<file path="config.mk">
export PLATFORM = sky130hd
export DESIGN_NAME = crack_par
export DESIGN_NICKNAME = d
export VERILOG_FILES = /design/src/rtl/crack_par.sv
export SDC_FILE = /design/constraint.sdc
export NUM_CORES = 1
export LEC_CHECK = 0
export BUFFER_PORTS_ARGS = -buffer_cell sky130_fd_sc_hd__buf_2
export CAP_MARGIN = 10
export CORE_MARGIN = 4
export CORE_UTILIZATION = 50
export CTS_BUF_LIST = sky130_fd_sc_hd__clkbuf_4
export DETAILED_ROUTE_END_ITERATION = 6
export MAX_ROUTING_LAYER = met4
export PLACE_DENSITY = 0.76
export SYNTH_ARGS = -nofsm -noshare
export SYNTH_HDL_FRONTEND = slang
export SYNTH_SLANG_ARGS = --single-unit
export TNS_END_PERCENT = 30
</file>
<file path="constraint.sdc">
create_clock -name clk -period 2.95 [get_ports clk]
set_input_delay 0.1475 -clock clk [delete_from_list [all_inputs] [get_ports clk]]
set_output_delay 0.1475 -clock clk [all_outputs]
set_load 0.02 [all_outputs]
</file>
<file path="src/rtl/crack_par.sv">
// Strided brute-force ARC4 key search core: drives an external arc4 engine and
// accepts the first key whose plaintext bytes are all printable ASCII.
module crack_par #(
    parameter int          KEY_W      = 24,
    parameter int unsigned KEY_START  = 0,
    parameter int unsigned KEY_STRIDE = 1
) (
    input  logic             clk,
    input  logic             rst,
    input  logic             en,
    output logic             rdy,
    input  logic             abort,
    output logic [KEY_W-1:0] key,
    output logic             key_valid,
    output logic [7:0]       ct_addr,
    input  logic [7:0]       ct_rddata,
    output logic             arc4_en,
    input  logic             arc4_rdy,
    output logic [KEY_W-1:0] arc4_key,
    output logic [7:0]       pt_addr,
    input  logic [7:0]       pt_rddata
);

    localparam logic [2:0] S_IDLE    = 3'd0;
    localparam logic [2:0] S_LEN     = 3'd1;
    localparam logic [2:0] S_START   = 3'd2;
    localparam logic [2:0] S_WAIT    = 3'd3;
    localparam logic [2:0] S_SCAN    = 3'd4;
    localparam logic [2:0] S_NEXT    = 3'd5;
    localparam logic [2:0] S_FOUND   = 3'd6;
    localparam logic [2:0] S_EXHAUST = 3'd7;

    logic [2:0]       r_state;
    logic [KEY_W-1:0] r_cur_key;
    logic [KEY_W-1:0] r_key;
    logic             r_key_valid;
    logic [7:0]       r_len;
    logic [7:0]       r_pt_addr;
    logic             r_len_wait;
    logic             r_skip;
    logic             r_abort;
    logic             r_chk_valid;
    logic             r_chk_last;

    logic [KEY_W:0]   w_nxt;
    logic             w_byte_ok;
    logic             w_launch;

    // One extra bit catches stepping past the top of the keyspace; wrap is never taken.
    assign w_nxt     = {1'b0, r_cur_key} + (KEY_W+1)'(KEY_STRIDE);
    assign w_byte_ok = (pt_rddata >= 8'h20) && (pt_rddata <= 8'h7E);
    assign w_launch  = (r_state == S_START) && arc4_rdy && !abort;

    assign rdy       = (r_state == S_IDLE);
    assign key       = r_key;
    assign key_valid = r_key_valid;
    assign ct_addr   = 8'd0;
    assign arc4_en   = w_launch;
    assign arc4_key  = r_cur_key;
    assign pt_addr   = r_pt_addr;

    always_ff @(posedge clk) begin
        if (rst) begin
            r_state     <= S_IDLE;
            r_cur_key   <= '0;
            r_key       <= '0;
            r_key_valid <= 1'b0;
            r_len       <= 8'd0;
            r_pt_addr   <= 8'd0;
            r_len_wait  <= 1'b0;
            r_skip      <= 1'b0;
            r_abort     <= 1'b0;
            r_chk_valid <= 1'b0;
            r_chk_last  <= 1'b0;
        end else begin
            case (r_state)
                S_IDLE: begin
                    if (en) begin
                        r_cur_key   <= KEY_W'(KEY_START);
                        r_key_valid <= 1'b0;
                        r_len_wait  <= 1'b1;
                        r_state     <= S_LEN;
                    end
                end
                S_LEN: begin
                    if (abort) begin
                        r_state <= S_IDLE;
                    end else if (r_len_wait) begin
                        r_len_wait <= 1'b0;
                    end else begin
                        r_len   <= ct_rddata;
                        r_state <= S_START;
                    end
                end
                S_START: begin
                    if (abort) begin
                        r_state <= S_IDLE;
                    end else if (arc4_rdy) begin
                        r_skip  <= 1'b1;
                        r_abort <= 1'b0;
                        r_state <= S_WAIT;
                    end
                end
                S_WAIT: begin
                    // A running arc4 is never cut short; abort is remembered until it finishes.
                    r_skip <= 1'b0;
                    if (abort) begin
                        r_abort <= 1'b1;
                    end
                    if (!r_skip && arc4_rdy) begin
                        if (r_abort || abort) begin
                            r_state <= S_IDLE;
                        end else if (r_len == 8'd0) begin
                            r_state <= S_FOUND;
                        end else begin
                            r_pt_addr   <= 8'd1;
                            r_chk_valid <= 1'b0;
                            r_state     <= S_SCAN;
                        end
                    end
                end
                S_SCAN: begin
                    // Address i is issued while byte i-1 (returned this cycle) is checked.
                    if (abort) begin
                        r_state <= S_IDLE;
                    end else if (r_chk_valid && !w_byte_ok) begin
                        r_state <= S_NEXT;
                    end else if (r_chk_valid && r_chk_last) begin
                        r_state <= S_FOUND;
                    end else begin
                        r_chk_valid <= 1'b1;
                        r_chk_last  <= (r_pt_addr == r_len);
                        if (r_pt_addr != r_len) begin
                            r_pt_addr <= r_pt_addr + 8'd1;
                        end
                    end
                end
                S_NEXT: begin
                    if (abort) begin
                        r_state <= S_IDLE;
                    end else if (w_nxt[KEY_W]) begin
                        r_state <= S_EXHAUST;
                    end else begin
                        r_cur_key <= w_nxt[KEY_W-1:0];
                        r_state   <= S_START;
                    end
                end
                S_FOUND: begin
                    r_key       <= r_cur_key;
                    r_key_valid <= 1'b1;
                    r_state     <= S_IDLE;
                end
                S_EXHAUST: begin
                    r_key_valid <= 1'b0;
                    r_state     <= S_IDLE;
                end
                default: begin
                    r_state <= S_IDLE;
                end
            endcase
        end
    end

endmodule

</file>
==> qor.tcl, run 1 <==
set qor(first_global_vias) 2967
set qor(design.die.area_mm2) 0.00828
set qor(layout.nets) 524
set qor(worst_path_largest_cell_delay_ns) 0.72
set qor(worstPathMaxFanout) 16
set qor(netlist_area_mm2) 0.00344
set qor(finalCritPeriodShare) 0.807
set qor(fin_crit_period_ns) 2.38
set qor(rows) 29
set qor(first_pass_drt_iterations) 4
set qor(antenna_found_initial) 0
set qor(boundaryPins) 88
set qor(final_non_filler_cells) 582
set qor(worst-r2r-cell-count) 6
set qor(worstReg2RegStart) {r_state[1]}
set qor(start_util) 0.527
set qor(clk_path_buf_depth) 2
set qor(fmax_mhz) 420
set qor(worstHoldEndpoint) {r_skip}
set qor(floorplan.core_area_mm2) 0.00653
set qor(clock_sink_count) 73
set qor(crit_arrival_ns) 2.70
set qor(die_height_um) 91.0
set qor(worstSetupStartpointType) {register}
set qor(port_buffers) 79
set qor(criticalPathCategory) {register to register}
set qor(fin_setup_tns_ns) 0
set qor(area_growth_pct) 18.0
set qor(quantity_of_gates_resized_following_cts) 0
set qor(global_route.usage.total) 0.205
set qor(detailedRoute.firstIterationViolations) 235
set qor(setup_viol) 0
set qor(clk-insertion-delay-late_ns) 0.42
set qor(multiInputGateArea_mm2) 0.00185
set qor(hold_buffers) 8
set qor(cpMaxStageDelayCell) {sky130_fd_sc_hd__a21oi_1}
set qor(postCtsSetupBuffers) 0
set qor(synthArstFlopShare) 0
set qor(cts_buffers) 9
set qor(timing.max_cap.violations) 0
set qor(r2r_end) {arc4_key[17]}
set qor(layout.cells.most_common) {sky130_fd_sc_hd__buf_2}
set qor(share_of_final_layout_standard_cells_stronger_than_drive_strength_1) 0.212
set qor(route.detailed.vias_per_inst) 5.54
set qor(syn-mean-instance-area_um2) 8.21
set qor(grt_start_max_net_pins) 48
set qor(min_path_cells) 3
set qor(critical_path.cell_chain) {nor4b_2 > nor4_1 > a21oi_1 > nand4_1 > xor2_1 > nor2_1}
set qor(die_width_um) 91.0
set qor(ant_nets) 0
set qor(place.detailed.hpwl_mm) 5.68
set qor(min-delay-path-class) {input port to register}
set qor(post_synthesis_cell_count) 419
set qor(cts_tree) {done}
set qor(place_congestion) 0.819
set qor(regArea_mm2) 0.00146
set qor(antenna_cells) 0
set qor(num_vias) 3225
set qor(rsz0062_at_grt) {false}
set qor(routed_wirelength_mm) 8.17
set qor(synth_seq_area_share) 0.425
set qor(total_power_density_per_cell_area_mw_per_mm2) 439
set qor(clock_skew_ns) 0.0120
set qor(status) {complete, no violations}
set qor(clock_tree_root_buffer_cell) {sky130_fd_sc_hd__clkbuf_4}
set qor(fillerInstances) 597
set qor(timing_hold_violations_final) 0
set qor(slew_viol_final) 0
set qor(worst-slew-pin-transition_ns) 0.869
set qor(drcViolationCount) 0
set qor(timing.critical_path.to_type) {register}
set qor(number_of_synthesized_flops_with_an_enable_pin) 0
set qor(globalRoute.totalOverflow) 0
set qor(yosysWarningCount) 0
set qor(drt-wirelength-per-cell_um) 14.0
set qor(post-place-cells) 559
set qor(synth_top_flop_cell) {sky130_fd_sc_hd__dfxtp_1}
set qor(vdd_ir_drop_max_v) 0.000332
set qor(critical_path_required_ns) 3.27
set qor(leakage_uw) 0.00169
set qor(clk_pin_slew_worst_paths_ns) 0.12
set qor(grt_pass1_wl_mm) 13.7
set qor(worstHoldStart) {arc4_rdy}
set qor(synth-seq-cells) 73
set qor(htreeDepth) 3
set qor(layout_common_cells) {sky130_fd_sc_hd__buf_2 (79), sky130_fd_sc_hd__dfxtp_1 (73), sky130_fd_sc_hd__nand2_1 (68)}
set qor(slew-limit-headroom) 0.420
set qor(setup_slack_of_the_most_critical_reg_to_reg_path_ns) 0.57
set qor(synthDistinctLibCells) 54
[sequential cells by signal, summed over array words and instances (netlist names)]
signal,flops
r_len_wait,1
arc4_key,24
key_valid,1
r_chk_valid,1
r_skip,1
r_chk_last,1
key,24
r_state,3
r_abort,1
r_len,8
pt_addr,8
[worst max path at each step]
stage / slack, ns / cells past startpoint / start / to
CTS: 0.54 / 6 / r_state[1] / arc4_key[17]
global route: 0.31 / 6 / r_state[1] / arc4_key[11]
floorplan: 1.04 / 7 / pt_addr[2] / pt_addr[2]
detailed placement: 0.58 / 6 / r_state[1] / arc4_key[5]
finish: 0.57 / 6 / r_state[1] / arc4_key[17]
global placement: 0.68 / 6 / r_state[1] / arc4_key[23]
[cell type report]
cell class | count | share of cell area
multi-input combinational | 321 | 0.456
inverter | 5 | 0.00462
clock inverter | 6 | 0.0148
sequential | 73 | 0.360
timing repair buffer | 91 | 0.124
tap | 77 | 0.0237
clock buffer | 9 | 0.0166
[routing by layer]
layer	up-vias	global-route usage	wire, µm
li1	1616	-	-
met1	1509	0.266	3850
met2	93	0.319	3730
met3	7	0.0430	487
met4	0	0.0704	102
met5	-	-	0
[critical path: cells and delay by family, from the launching register on]
family,cells,cell delay [ns]
flops,1,0.49
compound gates,1,0.72
simple gates,4,0.90
xor+xnor,1,0.18
[power breakdown]
group          switching [µW]  internal (µW)  total [µW]
logic                     102           62.7         164
registers                14.6            996        1010
clock network             358            248         606
total                     475           1310        1780
[synthesized netlist by cell type, types with 2 or more instances]
cell type	instances	share of area
sky130_fd_sc_hd__dfxtp_1	73	0.42
sky130_fd_sc_hd__and2_1	2	0.0036
sky130_fd_sc_hd__nand4_1	17	0.031
sky130_fd_sc_hd__and4_1	2	0.0051
sky130_fd_sc_hd__nand3b_1	4	0.0087
sky130_fd_sc_hd__or2_0	2	0.0036
sky130_fd_sc_hd__nand3_1	18	0.026
sky130_fd_sc_hd__buf_4	9	0.020
sky130_fd_sc_hd__o21ai_0	11	0.016
sky130_fd_sc_hd__buf_2	2	0.0029
sky130_fd_sc_hd__a311oi_1	2	0.0051
sky130_fd_sc_hd__clkbuf_1	16	0.017
sky130_fd_sc_hd__xor2_1	27	0.069
sky130_fd_sc_hd__nand2_1	68	0.074
sky130_fd_sc_hd__nor2_1	42	0.046
sky130_fd_sc_hd__or3_1	6	0.011
sky130_fd_sc_hd__a21oi_1	45	0.065
sky130_fd_sc_hd__mux2i_1	8	0.023
sky130_fd_sc_hd__nor4_1	6	0.011
sky130_fd_sc_hd__a21boi_0	2	0.0044
sky130_fd_sc_hd__xnor2_1	2	0.0051
sky130_fd_sc_hd__o211ai_1	4	0.0087
sky130_fd_sc_hd__ha_1	2	0.0073
sky130_fd_sc_hd__or4_1	3	0.0065
sky130_fd_sc_hd__inv_1	5	0.0055
sky130_fd_sc_hd__nor3_1	7	0.010
sky130_fd_sc_hd__and3_1	6	0.011
sky130_fd_sc_hd__nor2b_1	2	0.0036
[logic make-up after synthesis]
kind of cell    synth area share
mux                       0.0233
buf+inv                   0.0454
flops                      0.425
simple gates               0.294
compound gates             0.130
other cells              0.00109
xor+xnor                  0.0738
fa+ha+maj                0.00727
[per-stage QoR]
| stage | worst slack (ns) | instance area, µm² | utilization | power (µW) | hold slack (ns) |
|---|---|---|---|---|---|
| final | 0.570 | 4060 | 0.622 | 1780 | 0.102 |
| after detailed placement | 0.575 | 3850 | 0.590 | 1190 | 0.388 |
| after global placement | 0.677 | 3850 | 0.590 | 1180 | 0.380 |
| after CTS | 0.543 | 4060 | 0.622 | 1790 | 0.0948 |
| after floorplan | 1.04 | 3470 | - | 1150 | 0.295 |
| after global routing | 0.310 | 4060 | 0.622 | 1850 | 0.135 |
(Power assumes the default switching activity.)
==> run 2: changes to the inputs <==
==> constraint.sdc (replaced) <==
create_clock -name clk -period 2.26 [get_ports clk]
set_input_delay 0.113 -clock clk [delete_from_list [all_inputs] [get_ports clk]]
set_output_delay 0.113 -clock clk [all_outputs]
set_load 0.02 [all_outputs]
==> run 2 against run 1 <==
Against the previous run:
- final cell count grew 2.1%
- global-route usage grew 0.10 points
- clock skew shrank 0.0040 ns
- clock power is 11% higher
- via count grew 2.1%
- die area did not move
- highest routed layer unchanged
- register-to-register slack worse by 0.31 ns
==> qor.tcl, run 2 (synthesized netlist as in run 1, its figures left out) <==
set qor(status) {complete, no violations}
set qor(num_vias) 3293
set qor(crit_arrival_ns) 2.29
set qor(worst-r2r-cell-count) 6
set qor(criticalPathCategory) {register to register}
set qor(layout.core_utilization) 0.631
set qor(first_pass_drt_iterations) 4
set qor(cpMaxStageDelayCell) {sky130_fd_sc_hd__dfxtp_1}
set qor(cts_buffers) 9
set qor(worst-slew-pin-transition_ns) 0.564
set qor(clock_sink_count) 73
set qor(comb_power_share) 0.103
set qor(critical_path.startpoint) {arc4_key[4]}
set qor(setup_slack_of_the_most_critical_reg_to_reg_path_ns) 0.26
set qor(slew-limit-headroom) 0.620
set qor(rows) 29
set qor(start_util) 0.527
set qor(fin_crit_period_ns) 2.00
set qor(worstReg2RegStart) {arc4_key[4]}
set qor(boundaryPins) 88
set qor(grt_pass1_wl_mm) 13.9
set qor(critical_path.n_buffers_inverters) 0
set qor(first_global_vias) 2985
set qor(postCtsSetupBuffers) 0
set qor(clock_tree_root_buffer_cell) {sky130_fd_sc_hd__clkbuf_4}
set qor(p_switching_uw) 587
set qor(total_power_density_per_cell_area_mw_per_mm2) 537
set qor(pre_cts_ws_ns) 0.0749
set qor(finalCritPeriodShare) 0.885
set qor(place_congestion) 0.873
set qor(globalRoute.totalOverflow) 0
set qor(slew_viol_final) 0
set qor(fmax_mhz) 500
set qor(global_route.usage.total) 0.206
set qor(worst_setup_path_endpoint) {arc4_key[22]}
set qor(layout.cells.most_common) {sky130_fd_sc_hd__buf_2}
set qor(clock_skew_ns) 0.00795
set qor(layout_common_cells) {sky130_fd_sc_hd__buf_2 (79), sky130_fd_sc_hd__dfxtp_1 (73), sky130_fd_sc_hd__nand2_1 (68)}
set qor(critical_path.cell_chain) {nand4_1 > nor4_4 > nand3b_1 > nor3_1 > xnor2_1 > nor2_1}
set qor(place.detailed.hpwl_mm) 5.80
set qor(design.die.area_mm2) 0.00828
set qor(critical_path_required_ns) 2.55
set qor(timing_hold_violations_final) 0
set qor(postLayoutSetupSlackWorst_ns) 0.261
set qor(worstHoldStart) {arc4_rdy}
set qor(die_width_um) 91.0
set qor(port_buffers) 79
set qor(area_growth_pct) 19.8
set qor(r2r_end) {arc4_key[22]}
set qor(die_height_um) 91.0
set qor(clk_pin_slew_worst_paths_ns) 0.11
set qor(clk_path_buf_depth) 2
set qor(floorplan.core_area_mm2) 0.00653
set qor(antenna_found_initial) 0
set qor(fin_setup_tns_ns) 0
set qor(grt_start_max_net_pins) 28
set qor(leakage_uw) 0.00174
set qor(antenna_cells) 0
set qor(power_frac_clock) 0.303
set qor(path_delay_family) {simple AND/OR/NAND/NOR gates}
set qor(setup_viol) 0
set qor(drcViolationCount) 0
set qor(worstSetupStartpointType) {register}
set qor(cts_tree) {done}
set qor(netSwitchingFraction) 0.265
set qor(clk-insertion-delay-late_ns) 0.40
set qor(share_of_final_layout_standard_cells_stronger_than_drive_strength_1) 0.228
set qor(timing.critical_path.to_type) {register}
set qor(layout.nets) 535
set qor(share_seq_of_total_power) 0.594
set qor(worst_path_largest_cell_delay_ns) 0.44
set qor(vdd_ir_drop_max_v) 0.000314
set qor(route.detailed.vias_per_inst) 5.54
set qor(cp.depth) 6
set qor(rsz0062_at_grt) {false}
set qor(drt-wirelength-per-cell_um) 13.9
set qor(detailedRoute.firstIterationViolations) 141
set qor(min-delay-path-class) {input port to register}
set qor(ant_nets) 0
set qor(timing.max_cap.violations) 0
set qor(worstPathMaxFanout) 6
set qor(post-place-cells) 570
set qor(power_uw) 2210
set qor(routed_wirelength_mm) 8.25
set qor(final_non_filler_cells) 594
set qor(internal-power_uw) 1630
set qor(htreeDepth) 3
[run 2: cell type report]
| type | count | area (µm²) |
|---|---|---|
| Clock buffer | 11 | 82.6 |
| Clock inverter | 5 | 22.5 |
| Fill cell | 575 | 2410 |
| Inverter | 5 | 18.8 |
| Multi-Input combinational cell | 321 | 1850 |
| Sequential cell | 73 | 1460 |
| Tap cell | 77 | 96.3 |
| Timing Repair Buffer | 102 | 588 |
[run 2: worst reg2reg max path: stages (launching register included)]
cell	delay, ns
sky130_fd_sc_hd__dfxtp_1	0.44
sky130_fd_sc_hd__nand4_1	0.20
sky130_fd_sc_hd__nor4_4	0.44
sky130_fd_sc_hd__nand3b_1	0.28
sky130_fd_sc_hd__nor3_1	0.33
sky130_fd_sc_hd__xnor2_1	0.15
sky130_fd_sc_hd__nor2_1	0.05
[run 2: metal layers]
layer | track usage | wire, µm | vias up | share of wire
li1 | - | - | 1637 | -
met1 | 0.264 | 3850 | 1558 | 0.47
met2 | 0.326 | 3880 | 85 | 0.47
met3 | 0.0405 | 398 | 13 | 0.048
met4 | 0.0716 | 127 | 0 | 0.015
met5 | - | 0 | - | 0
[run 2: power by group through the flow]
| stage | Sequential [µW] | Combinational, µW | Clock, µW |
|---|---|---|---|
| 2_1_floorplan | 1340 | 167 | 0 |
| 3_3_place_gp | 1340 | 211 | 0 |
| 3_5_place_dp | 1340 | 214 | 0 |
| 4_1_cts | 1310 | 227 | 688 |
| 5_1_grt | 1320 | 250 | 749 |
| 6_report | 1310 | 228 | 671 |
[run 2: what timing repair did]
item | CTS | global route
endpoints found under the hold margin | 8 | 0
resized for setup | 0 | 1
hold buffers | 8 | 0
endpoints found under the setup margin | 0 | 11
[run 2: metrics by stage]
stage                     hold WS (ns)  cell area [µm²]
after floorplan                  0.260             3470
after global placement           0.348             3940
after detailed placement         0.357             3940
after CTS                       0.0428             4120
after global routing            0.0640             4120
final                           0.0524             4120
[run 2: worst min path at each step]
stage               endpoint  slack (ns)  cells after the start
finish                r_skip        0.05                      3
global route          r_skip        0.06                      3
CTS                   r_skip        0.04                      3
detailed placement  r_len[2]        0.36                      3
global placement    r_len[2]        0.35                      3
floorplan           r_len[0]        0.26                      2
==> run 3: changes to the inputs <==
--- a/config.mk
+++ b/config.mk
@@ -11,7 +11,6 @@
 export CORE_UTILIZATION = 50
 export CTS_BUF_LIST = sky130_fd_sc_hd__clkbuf_4
 export DETAILED_ROUTE_END_ITERATION = 6
-export MAX_ROUTING_LAYER = met4
 export PLACE_DENSITY = 0.76
 export SYNTH_ARGS = -nofsm -noshare
 export SYNTH_HDL_FRONTEND = slang
==> constraint.sdc (replaced) <==
create_clock -name clk -period 2.26 [get_ports clk]
set_input_delay 0.113 -clock clk [delete_from_list [all_inputs] [get_ports clk]]
set_output_delay 0.113 -clock clk [all_outputs]
set_load 0.005 [all_outputs]
==> run 3 against run 2 <==
Against the previous run:
- clock skew hardly changed
- worst hold slack better by 0.0027 ns
- combinational power is 6% lower
- count of clock-buffer cells in the layout stayed put
- maximum frequency hardly changed
- critical endpoint unchanged
- critical path type unchanged
- largest power group unchanged
- final cell count stayed put
- die area stayed put
==> qor.tcl, run 3 (synthesized netlist as in run 1, its figures left out) <==
set qor(route.detailed.vias_per_inst) 5.56
set qor(slew_viol_final) 0
set qor(boundaryPins) 88
set qor(antenna_found_initial) 0
set qor(grt_start_max_net_pins) 28
set qor(worst_setup_path_endpoint) {arc4_key[22]}
set qor(place_congestion) 0.859
set qor(antenna_cells) 0
set qor(clk_path_buf_depth) 2
set qor(critical_path_required_ns) 2.55
set qor(cts_buffers) 9
set qor(crit_arrival_ns) 2.29
set qor(place.detailed.hpwl_mm) 5.80
set qor(min-delay-path-class) {input port to register}
set qor(start_util) 0.527
set qor(timing.critical_path.to_type) {register}
set qor(design_area_mm2) 0.00412
set qor(vdd_ir_drop_max_v) 0.000314
set qor(timing.max_cap.violations) 0
set qor(leakage_uw) 0.00174
set qor(htreeDepth) 3
set qor(worstPathMaxFanout) 6
set qor(setup_viol) 0
set qor(clk-insertion-delay-late_ns) 0.40
set qor(routed_wirelength_mm) 8.24
set qor(port_buffers) 79
set qor(rows) 29
set qor(worstSetupStartpointType) {register}
set qor(rsz0062_at_grt) {false}
set qor(first_global_vias) 2986
set qor(area_growth_pct) 19.8
set qor(die_height_um) 91.0
set qor(critical_path.startpoint) {arc4_key[4]}
set qor(cts_tree) {done}
set qor(setup_slack_of_the_most_critical_reg_to_reg_path_ns) 0.26
set qor(status) {complete, no violations}
set qor(finalCritPeriodShare) 0.885
set qor(global_route.usage.total) 0.200
set qor(ant_nets) 0
set qor(clock_skew_ns) 0.00795
set qor(r2r_end) {arc4_key[22]}
set qor(clk_pin_slew_worst_paths_ns) 0.11
set qor(slew-limit-headroom) 0.620
set qor(worst-r2r-cell-count) 6
set qor(detailedRoute.firstIterationViolations) 142
set qor(postCtsSetupBuffers) 0
set qor(die_width_um) 91.0
set qor(layout.cells.most_common) {sky130_fd_sc_hd__buf_2}
set qor(globalRoute.totalOverflow) 0
set qor(first_pass_drt_iterations) 4
set qor(drcViolationCount) 0
set qor(layout_common_cells) {sky130_fd_sc_hd__buf_2 (79), sky130_fd_sc_hd__dfxtp_1 (73), sky130_fd_sc_hd__nand2_1 (68)}
set qor(drt-wirelength-per-cell_um) 13.9
set qor(fin_setup_tns_ns) 0
set qor(clock_sink_count) 73
set qor(clock_tree_root_buffer_cell) {sky130_fd_sc_hd__clkbuf_4}
set qor(placedInstanceArea_mm2) 0.00394
set qor(criticalPathCategory) {register to register}
set qor(worstReg2RegStart) {arc4_key[4]}
set qor(fin_crit_period_ns) 2.00
set qor(fmax_mhz) 500
set qor(grt_pass1_wl_mm) 13.9
set qor(total_power_density_per_cell_area_mw_per_mm2) 533
set qor(worst-slew-pin-transition_ns) 0.564
set qor(layout.nets) 535
set qor(floorplan.core_area_mm2) 0.00653
set qor(num_vias) 3303
set qor(timing_hold_violations_final) 0
set qor(share_of_final_layout_standard_cells_stronger_than_drive_strength_1) 0.228
set qor(design.die.area_mm2) 0.00828
==> run 3: cell counts in the layout (fill, tap and decap cells not counted) <==
No cell type changed its count.
==> run 3: worst min-delay path by stage <==
stage / from / endpoint / slack (ns) / depth (start not counted)
2_1_floorplan: ct_rddata[0] / r_len[0] / 0.26 / 2
3_3_place_gp: ct_rddata[2] / r_len[2] / 0.35 / 3
3_5_place_dp: ct_rddata[2] / r_len[2] / 0.36 / 3
4_1_cts: arc4_rdy / r_skip / 0.04 / 3
5_1_grt: arc4_rdy / r_skip / 0.06 / 3
6_report: arc4_rdy / r_skip / 0.06 / 3
==> run 3: critical path: stages (launching register included) <==
cell and delay (ns):
sky130_fd_sc_hd__dfxtp_1 0.44, sky130_fd_sc_hd__nand4_1 0.20, sky130_fd_sc_hd__nor4_4 0.44, sky130_fd_sc_hd__nand3b_1 0.28, sky130_fd_sc_hd__nor3_1 0.33, sky130_fd_sc_hd__xnor2_1 0.15
sky130_fd_sc_hd__nor2_1 0.05
==> run 3: timing repair <==
item	4_1_cts	5_1_grt
setup endpoints to repair	0	11
hold endpoints to repair	8	0
hold buffers	8	0
resized for setup	0	1
==> run 3: metal layers <==
| layer | part of all wire | track usage | wire length, µm | up-vias |
|---|---|---|---|---|
| met1 | 0.46 | 0.263 | 3810 | 1561 |
| li1 | - | - | - | 1637 |
| met2 | 0.47 | 0.326 | 3890 | 95 |
| met3 | 0.052 | 0.0430 | 430 | 10 |
| met5 | 0 | 0 | 0 | - |
| met4 | 0.014 | 0.0716 | 113 | 0 |
==> run 3: area by class of cell <==
type | count | area (µm²)
multi-input cells | 321 | 1850
inverters | 5 | 18.8
well taps | 77 | 96.3
clock inverters | 5 | 22.5
repair buffers | 102 | 588
clock buffers | 11 | 82.6
fillers | 575 | 2410
flip-flops and latches | 73 | 1460
==> run 3: power by group <==
part | leakage [µW] | switching (µW) | internal, µW
clock network | 0.0000570 | 433 | 237
registers | 0.000589 | 14.6 | 1300
logic | 0.00110 | 126 | 88.8
==> run 3: through the flow <==
stage          utilization  hold WS, ns  power (µW)  setup slack, ns  instances
6_report             0.631       0.0550        2200            0.261        594
5_1_grt              0.631       0.0640        2300            0.111        594
4_1_cts              0.631       0.0428        2220           0.0506        594
3_3_place_gp         0.602        0.348        1540            0.164        570
2_1_floorplan            -        0.260        1490            0.481        426
3_5_place_dp         0.602        0.357        1540           0.0749        570
